--- config.mk ---
export PLATFORM = sky130hd
export DESIGN_NAME = clock_period_meter
export DESIGN_NICKNAME = d
export VERILOG_FILES = /design/src/rtl/clock_meter_pkg.sv /design/src/rtl/sync_edge_detect.sv /design/src/rtl/clock_period_meter.sv
export SDC_FILE = /design/constraint.sdc
export NUM_CORES = 1
export LEC_CHECK = 0
export BUFFER_PORTS_ARGS = -buffer_cell sky130_fd_sc_hd__buf_2
export CAP_MARGIN = 5
export CORE_UTILIZATION = 40
export DETAILED_ROUTE_END_ITERATION = 10
export HOLD_SLACK_MARGIN = 0.03
export MAX_ROUTING_LAYER = met4
export SLEW_MARGIN = 20
export SYNTH_ARGS = -nofsm -noshare
export SYNTH_HDL_FRONTEND = slang
export SYNTH_SLANG_ARGS = --single-unit
--- constraint.sdc ---
create_clock -name clk -period 2 [get_ports clk]
set_clock_uncertainty 0.05 [all_clocks]
set_input_delay 0.6 -clock clk [delete_from_list [all_inputs] [get_ports clk]]
set_output_delay 0.6 -clock clk [all_outputs]
set_load 0.1 [all_outputs]
--- src/rtl/clock_meter_pkg.sv ---
// Shared types and default sizing for the clock period meter.
// Holds the measurement FSM encoding and the counter/timeout defaults.
package clock_meter_pkg;

  localparam int DEFAULT_CNT_W   = 28;
  localparam int DEFAULT_TIMEOUT = 200000000;

  typedef enum logic [1:0] {
    IDLE,
    ARM,
    MEASURE
  } state_t;

endpackage

--- src/rtl/sync_edge_detect.sv ---
// Two-flop synchronizer for an asynchronous input plus a third flop that
// turns the synchronized level into single-cycle rise/fall strobes.
module sync_edge_detect (
  input  logic clk,
  input  logic reset,
  input  logic sig_in,
  output logic rise,
  output logic fall
);

  logic meta;
  logic sync;
  logic prev;

  // NOTE: sequential state uses non-blocking assignments so every flop samples the pre-edge value.
  always_ff @(posedge clk) begin
    if (reset) begin
      meta <= 1'b0;
      sync <= 1'b0;
      prev <= 1'b0;
    end else begin
      meta <= sig_in;
      sync <= meta;
      prev <= sync;
    end
  end

  assign rise = sync & ~prev;
  assign fall = ~sync & prev;

endmodule

--- src/rtl/clock_period_meter.sv ---
// Measures rise-to-rise period and rise-to-fall high time of an asynchronous
// signal in clk cycles, continuously, with a sticky no-edge timeout.
module clock_period_meter
  import clock_meter_pkg::*;
#(
  parameter int CNT_W   = DEFAULT_CNT_W,
  parameter int TIMEOUT = DEFAULT_TIMEOUT
) (
  input  logic             clk,
  input  logic             reset,
  input  logic             sig_in,
  input  logic             enable,
  output logic [CNT_W-1:0] period,
  output logic [CNT_W-1:0] high_time,
  output logic             meas_valid,
  output logic             timeout,
  output logic             busy
);

  localparam logic [CNT_W-1:0] CNT_MAX      = '1;
  localparam logic [CNT_W-1:0] TIMEOUT_LAST = CNT_W'(TIMEOUT - 1);

  state_t           state;
  state_t           state_next;
  logic [CNT_W-1:0] cnt;
  logic [CNT_W-1:0] pending_high;
  logic             fall_seen;
  logic             load_q;
  logic             rise;
  logic             fall;
  logic             expired;

  function automatic logic [CNT_W-1:0] sat_inc(input logic [CNT_W-1:0] v);
    return (v == CNT_MAX) ? v : v + 1'b1;
  endfunction

  sync_edge_detect u_sync (
    .clk    (clk),
    .reset  (reset),
    .sig_in (sig_in),
    .rise   (rise),
    .fall   (fall)
  );

  // cnt counts cycles since the last restart, so cnt+1 is the interval at the next edge.
  assign expired = (cnt == TIMEOUT_LAST);

  always_ff @(posedge clk) begin
    if (reset) state <= IDLE;
    else       state <= state_next;
  end

  // NOTE: next state defaults to the current state first so no path leaves it unassigned (no latch).
  always_comb begin
    state_next = state;
    if (!enable) begin
      state_next = IDLE;
    end else begin
      case (state)
        IDLE:    state_next = ARM;
        ARM:     if (rise) state_next = MEASURE;
        MEASURE: if (!rise && expired) state_next = ARM;
        default: state_next = IDLE;
      endcase
    end
  end

  always_comb begin
    busy = (state == ARM) || (state == MEASURE);
  end

  always_ff @(posedge clk) begin
    if (reset) begin
      cnt          <= '0;
      pending_high <= '0;
      fall_seen    <= 1'b0;
      period       <= '0;
      high_time    <= '0;
      load_q       <= 1'b0;
      meas_valid   <= 1'b0;
      timeout      <= 1'b0;
    end else begin
      load_q     <= 1'b0;
      meas_valid <= load_q & enable;
      if (load_q && enable) timeout <= 1'b0;

      if (!enable) begin
        cnt       <= '0;
        fall_seen <= 1'b0;
        timeout   <= 1'b0;
      end else begin
        case (state)
          ARM, MEASURE: begin
            if (rise) begin
              // The first rise after ARM only sets the reference point.
              if (state == MEASURE) begin
                period    <= sat_inc(cnt);
                high_time <= fall_seen ? pending_high : sat_inc(cnt);
                load_q    <= 1'b1;
              end
              cnt       <= '0;
              fall_seen <= 1'b0;
            end else if (expired) begin
              timeout   <= 1'b1;
              cnt       <= '0;
              fall_seen <= 1'b0;
            end else begin
              cnt <= sat_inc(cnt);
              if (fall && state == MEASURE) begin
                pending_high <= sat_inc(cnt);
                fall_seen    <= 1'b1;
              end
            end
          end
          default: begin
            cnt       <= '0;
            fall_seen <= 1'b0;
          end
        endcase
      end
    end
  end

endmodule

* Word-level counts from Yosys, hierarchy flattened
Index checks and enable logic that the tools add are counted.
Cells by class: add/subtract/negate cells 1, equal/unequal tests 6, muxes and demuxes 10, bitwise logic cells 9, reduce and logical (&&, ||, !) cells 13
Operators with widths (count):
- $eq 28x28->1 const B | 2
- $mux 28 | 2
- $add 28x1->28 const B | 1
- $not 1->1 | 6
- $pmux 2 s3 | 1
- $mux 1 | 5
- $reduce_and 5->1 | 1
- $reduce_or 5->1 | 1
- $mux 2 | 2
- $ne 2x2->1 const B | 2
- $reduce_and 4->1 | 1
- $reduce_or 2->1 | 2
- $reduce_or 4->1 | 1
- $and 1x1->1 | 3
- $logic_and 1x1->1 | 3
- $eq 2x1->1 const B | 1
- $eq 2x2->1 const B | 1
- $logic_not 2->1 | 1
- $reduce_and 2->1 | 1
- $logic_not 1->1 | 1
- $logic_or 1x1->1 | 1
Word-level totals: bits in registers 121, bits of input ports 4, output and inout bits 59, word-level logic and storage cells 51

* Depth between registers and ports, before layout
depth in word-level cells 6, depth in mapped cells 9

* By module
From an unflattened synthesis, not the netlist that was laid out.
Second synthesis, totals: cells, all modules 592, area total of the unflattened synthesis 4969.8 µm²
By module, submodules not included:
- clock_period_meter | times used 1, cells an instance 584, area an instance 4878.4 µm², seq. area each 2362.3 µm²
- sync_edge_detect | times used 1, cells an instance 8, area an instance 91.3 µm², seq. area each 60.1 µm²

* Worst setup path after synthesis
Ideal clock, no wire load.
kind register -> register, start register state[0], end register pending_high[16], setup time 70 ps, arrival 2201 ps, required time 1880 ps, path slack -321 ps, stages on the path, launching flop included 8, buffers on the path 2, clock period less this slack 2321 ps, cells stage by stage dfxtp_1 -> inv_1 -> ha_1 -> and4_1 -> clkbuf_1 -> clkbuf_1 -> o21ai_0 -> a21oi_1
On the way: word-level cells in the longest chain between the ends 3, elaborated cells between the ends (all ways) 5, classes of those cells eq/ne (2); reduce/logical (3)
RTL lines:
- start: declaration | line clock_period_meter.sv:23 | state_t state;
- start signal: assignment | line clock_period_meter.sv:50 | else state <= state_next;
- $eq 2x1->1 or $eq 2x2->1 (tied branches) | line clock_period_meter.sv:92, clock_period_meter.sv:109
- $reduce_or 2->1 or $logic_and 1x1->1 (tied branches) | line clock_period_meter.sv:92, clock_period_meter.sv:109
- $reduce_and 5->1 (no line) (*)
- end signal: assignment | line clock_period_meter.sv:110 | pending_high <= sat_inc(cnt);
- end: declaration | line clock_period_meter.sv:26 | logic [CNT_W-1:0] pending_high;
Mark *: on every way between the ends. The rest lies on a longest branch, timed or not. A chain may end at the register's enable or synchronous reset.

* Worst setup path after layout
start register cnt[12], end register high_time[26]
On the way: word-level cells in the longest chain between the ends 3, elaborated cells between the ends (all ways) 4, classes of those cells add/sub (1); eq/ne (1); mux (2)
RTL lines:
- start: declaration | line clock_period_meter.sv:25 | logic [CNT_W-1:0] cnt;
- start signal: assignment | line clock_period_meter.sv:108 | cnt <= sat_inc(cnt);
- $add 28x1->28 or $eq 28x28->1 (tied branches) | line clock_period_meter.sv:34 | return (v == CNT_MAX) ? v : v + 1'b1;
- $mux 28 (*) | line clock_period_meter.sv:34
- $mux 28 (*) | line clock_period_meter.sv:98 | high_time <= fall_seen ? pending_high : sat_inc(cnt);
- end signal: assignment | line clock_period_meter.sv:98
- end: declaration | line clock_period_meter.sv:14 | output logic [CNT_W-1:0] high_time,
Marks and branches as above.

==> out/summary.md <==
The final reports fail on setup timing. The average cell area after synthesis works out to 8.43 um2. The clock tree synthesis step divided the H-tree into 4 levels. The run gives 23,100 um as the global-route wire length before repair. For the total congestion overflow after global routing, the log shows 0.

After detailed routing, the number of vias per cell comes to 5.30. Setup violations remaining at the end of the flow were counted as 41. The logs give -1.64 ns for the post-route setup TNS and 4,582 for the via count of the first global-routing pass.

The logs give 5030 um2 for the netlist area before placement and 0.373 ns for the hold slack. Before antenna repair, the detailed router went through 7 iterations. The root buffer cell chosen for the clock tree is sky130_fd_sc_hd__clkbuf_16.

The logs give 0 for the final hold violation count and 24.1% for the overall track demand over capacity in global routing. The actual transition at the worst max-transition pin was 0.508 ns; the number of nets in the final layout was 741. For the wire length reported by the detailed router, the log shows 15,200 um. Top fanout value on the critical path: 4. TritonCTS built the clock tree.

The post-route worst setup slack was -0.102 ns. Routability-driven placement finished with a final weighted congestion of 0.893. The deepest clock path buffer count is 2, and the count of warnings emitted by yosys is 0. After detailed routing, the number of remaining DRC violations is 0.

The tools report the clock latency reported for the late side of the worst-skew pair as 0.41 ns. The critical path is of the reg2reg type. The clock sink total was 121. The flow ran to the end, but the final reports show violations. From synthesis to final layout, the design area changed by 45.7%.

The number of standard cells after synthesis came out at 597. Once detailed placement completed, the half-perimeter wirelength came to 9490 um. The library cells used most frequently in the layout, excluding fill and tap cells, are sky130_fd_sc_hd__dfxtp_1, sky130_fd_sc_hd__buf_4, sky130_fd_sc_hd__buf_2, sky130_fd_sc_hd__nor2_1, sky130_fd_sc_hd__o21ai_0. In this run, post-CTS hold repair placed 0 buffers.

Leaving out fill and tap cells, the most frequent cell in the layout is sky130_fd_sc_hd__dfxtp_1. In this run the remaining antenna-violating nets after routing total 0. Buffers inserted during clock tree synthesis total 17. Of the available clock period, the critical path in the final layout requires 105%. The critical path goes through nand4_1 > buf_4 > or4_4 > or4b_4 > o21ai_4 > a211oi_2. For this design the static power due to leakage is 0.00315 uW.

The first routing iteration left 347 violations. STA classifies the critical path startpoint as a register. The floorplan step defined a core boundary enclosing 12,100 um2.

Setup repair after global routing could not meet its margin everywhere. The synthesized design contains 121 register bits. On the worst path, the slowest cell contributes a delay of 0.51 ns. For this design, the slowest cell found on the critical path is sky130_fd_sc_hd__or4_4. From bottom edge to top edge, the die measures 114 um. During I/O placement, the number of pins put on the boundary was 63. In this run the worst hold path is classified as in2reg. The run gives 0 as the initial antenna violation count. The number of antenna diodes in the final layout is 0.

Total number of placement rows: 40. The run gives 4,825 as the via count of the routed design. The layout has 1,054 filler cells.

VDD sags by at most 0.551 mV. Entering global routing, the biggest net connects 60 pins. After synthesis, flip-flops and latches occupy 48.2% of the total area. In this run the power density over the cells is 726 nW/um2.

After clock tree synthesis, the clock-pin slew on the worst setup and hold paths is 0.05 ns. Max-cap violations in this run came to 0. For this configuration, the core starts out at a cell density of 41.5%. The die width is 114 um, and the post-layout minimum cycle time is 2.10 ns. Headroom to the max-slew limit came out at 66.4%.

Timing would allow up to 476 MHz. The ratio of cells with drive above 1 in the final layout works out to 38.7%. The number of nets in the synthesized netlist is 606.

At the worst endpoint, the required time is 2.24 ns. The number of max-slew violations in the final report was 0; the distinct cell type count after synthesis was 48. Input and output buffers added on the ports amount to 62.

The die covers 13,000 um2. The routed wire length per instance was 16.7 um. The arrival time of the worst setup path was 2.34 ns. Kind of end point of the critical path: a register.
[path summary, 6_finish.rpt]
kind	startpoint	cells past startpoint	endpoint	slack, ns
worst max register to register	cnt[12]	6	high_time[26]	-0.10
worst min register to register	high_time[11]	2	high_time[11]	0.40
worst max-delay path	cnt[12]	6	high_time[26]	-0.10
worst min-delay path	sig_in	2	u_sync.meta	0.37
[metrics by stage]
step	instance area, um2	total power [uW]	utilization, %	setup slack (ns)	std cells
after floorplan	5050	2540	-	-0.0834	597
after global placement	6080	2570	50.2	-0.112	865
after detailed placement	6080	2580	50.2	-0.154	865
after CTS	6810	5350	56.3	-0.0931	899
after global routing	7330	5470	60.5	-0.163	910
final	7330	5320	60.5	-0.102	910
[layout make-up]
cell class	instances	area, um2	share of cell area [%]
multi-input cells	426	2850	38.9
clock inverters	1	7.51	0.102
clock buffers	28	537	7.32
well taps	168	210	2.87
inverters	6	22.5	0.307
repair buffers	160	1260	17.2
flip-flops and latches	121	2440	33.3
[worst max-delay path: cells and delay by family, from the launching register on]
family / cells / cell delay [ns]
DFF: 1 / 0.35
AOI/OAI and AO/OA: 2 / 0.20
buffers and inverters: 1 / 0.18
and+or+nand+nor: 3 / 1.19
[metal layers]
metal | part of all wire, % | routed length, um | vias up | GRT usage [%]
met3 | 4.8 | 735 | 21 | 6.09
met5 | 0 | 0 | - | -
met1 | 45 | 6770 | 2300 | 28.7
met4 | 2.4 | 364 | 0 | 10.3
li1 | - | - | 2352 | -
met2 | 48 | 7330 | 152 | 38.8
[power breakdown]
group	leakage (uW)	switching (uW)	internal [uW]
clock network	0.000265	985	1790
logic	0.00190	80.5	43.1
registers	0.000980	3.75	2420
total	0.00315	1070	4250
[sequential cells by signal (all words and copies together) (netlist names)]
signal,count
period,28
u_sync.sync,1
cnt,28
high_time,28
fall_seen,1
u_sync.prev,1
state,2
load_q,1
meas_valid,1
timeout,1
u_sync.meta,1
pending_high,28
[cells by family after synthesis]
group,after synthesis,synth area share [%]
XOR/XNOR,21,3.66
flip-flops,121,48.2
buffers and inverters,50,4.45
AO/OA/AOI/OAI,163,18.9
adder cells (fa/ha/maj),5,1.24
multiplexers,7,1.44
AND/OR/NAND/NOR,230,22.2
[cells in the mapped netlist, drive strengths merged]
library cell / n / area (um2)
ha: 5 / 62.6
or3: 2 / 12.5
nor2b: 25 / 156
nand3: 17 / 85.1
o21ai: 67 / 339
o31ai: 4 / 30.0
a31o: 1 / 8.76
a31oi: 5 / 31.3
o211a: 4 / 40.0
nand2b: 2 / 12.5
dfxtp: 121 / 2420
mux2i: 5 / 50.1
and2: 3 / 18.8
nand4: 13 / 81.3
xnor2: 12 / 105
clkbuf: 33 / 139
or4: 3 / 30.0
a21oi: 49 / 245
mux2: 2 / 22.5
nand2: 54 / 205
buf: 11 / 62.6
and4: 9 / 82.6
xor2: 9 / 78.8
o21bai: 13 / 97.6
nor4: 2 / 12.5
inv: 6 / 22.5
a211oi: 14 / 105
o211ai: 1 / 7.51
o2111ai: 2 / 17.5
nor2: 80 / 300
or4b: 1 / 10.0
nor3: 12 / 60.1
a2111oi: 1 / 8.76
nor4bb: 1 / 10.0
and3: 6 / 38.8
a211o: 1 / 8.76
a41oi: 1 / 8.76
[timing repair]
action                     in CTS  in global routing
gates resized for setup        38                100
buffers inserted                4                  7
cloned                          1                  4
pin swaps                      10                 43
setup endpoints to repair      59                104
(Power assumes the default switching activity.)
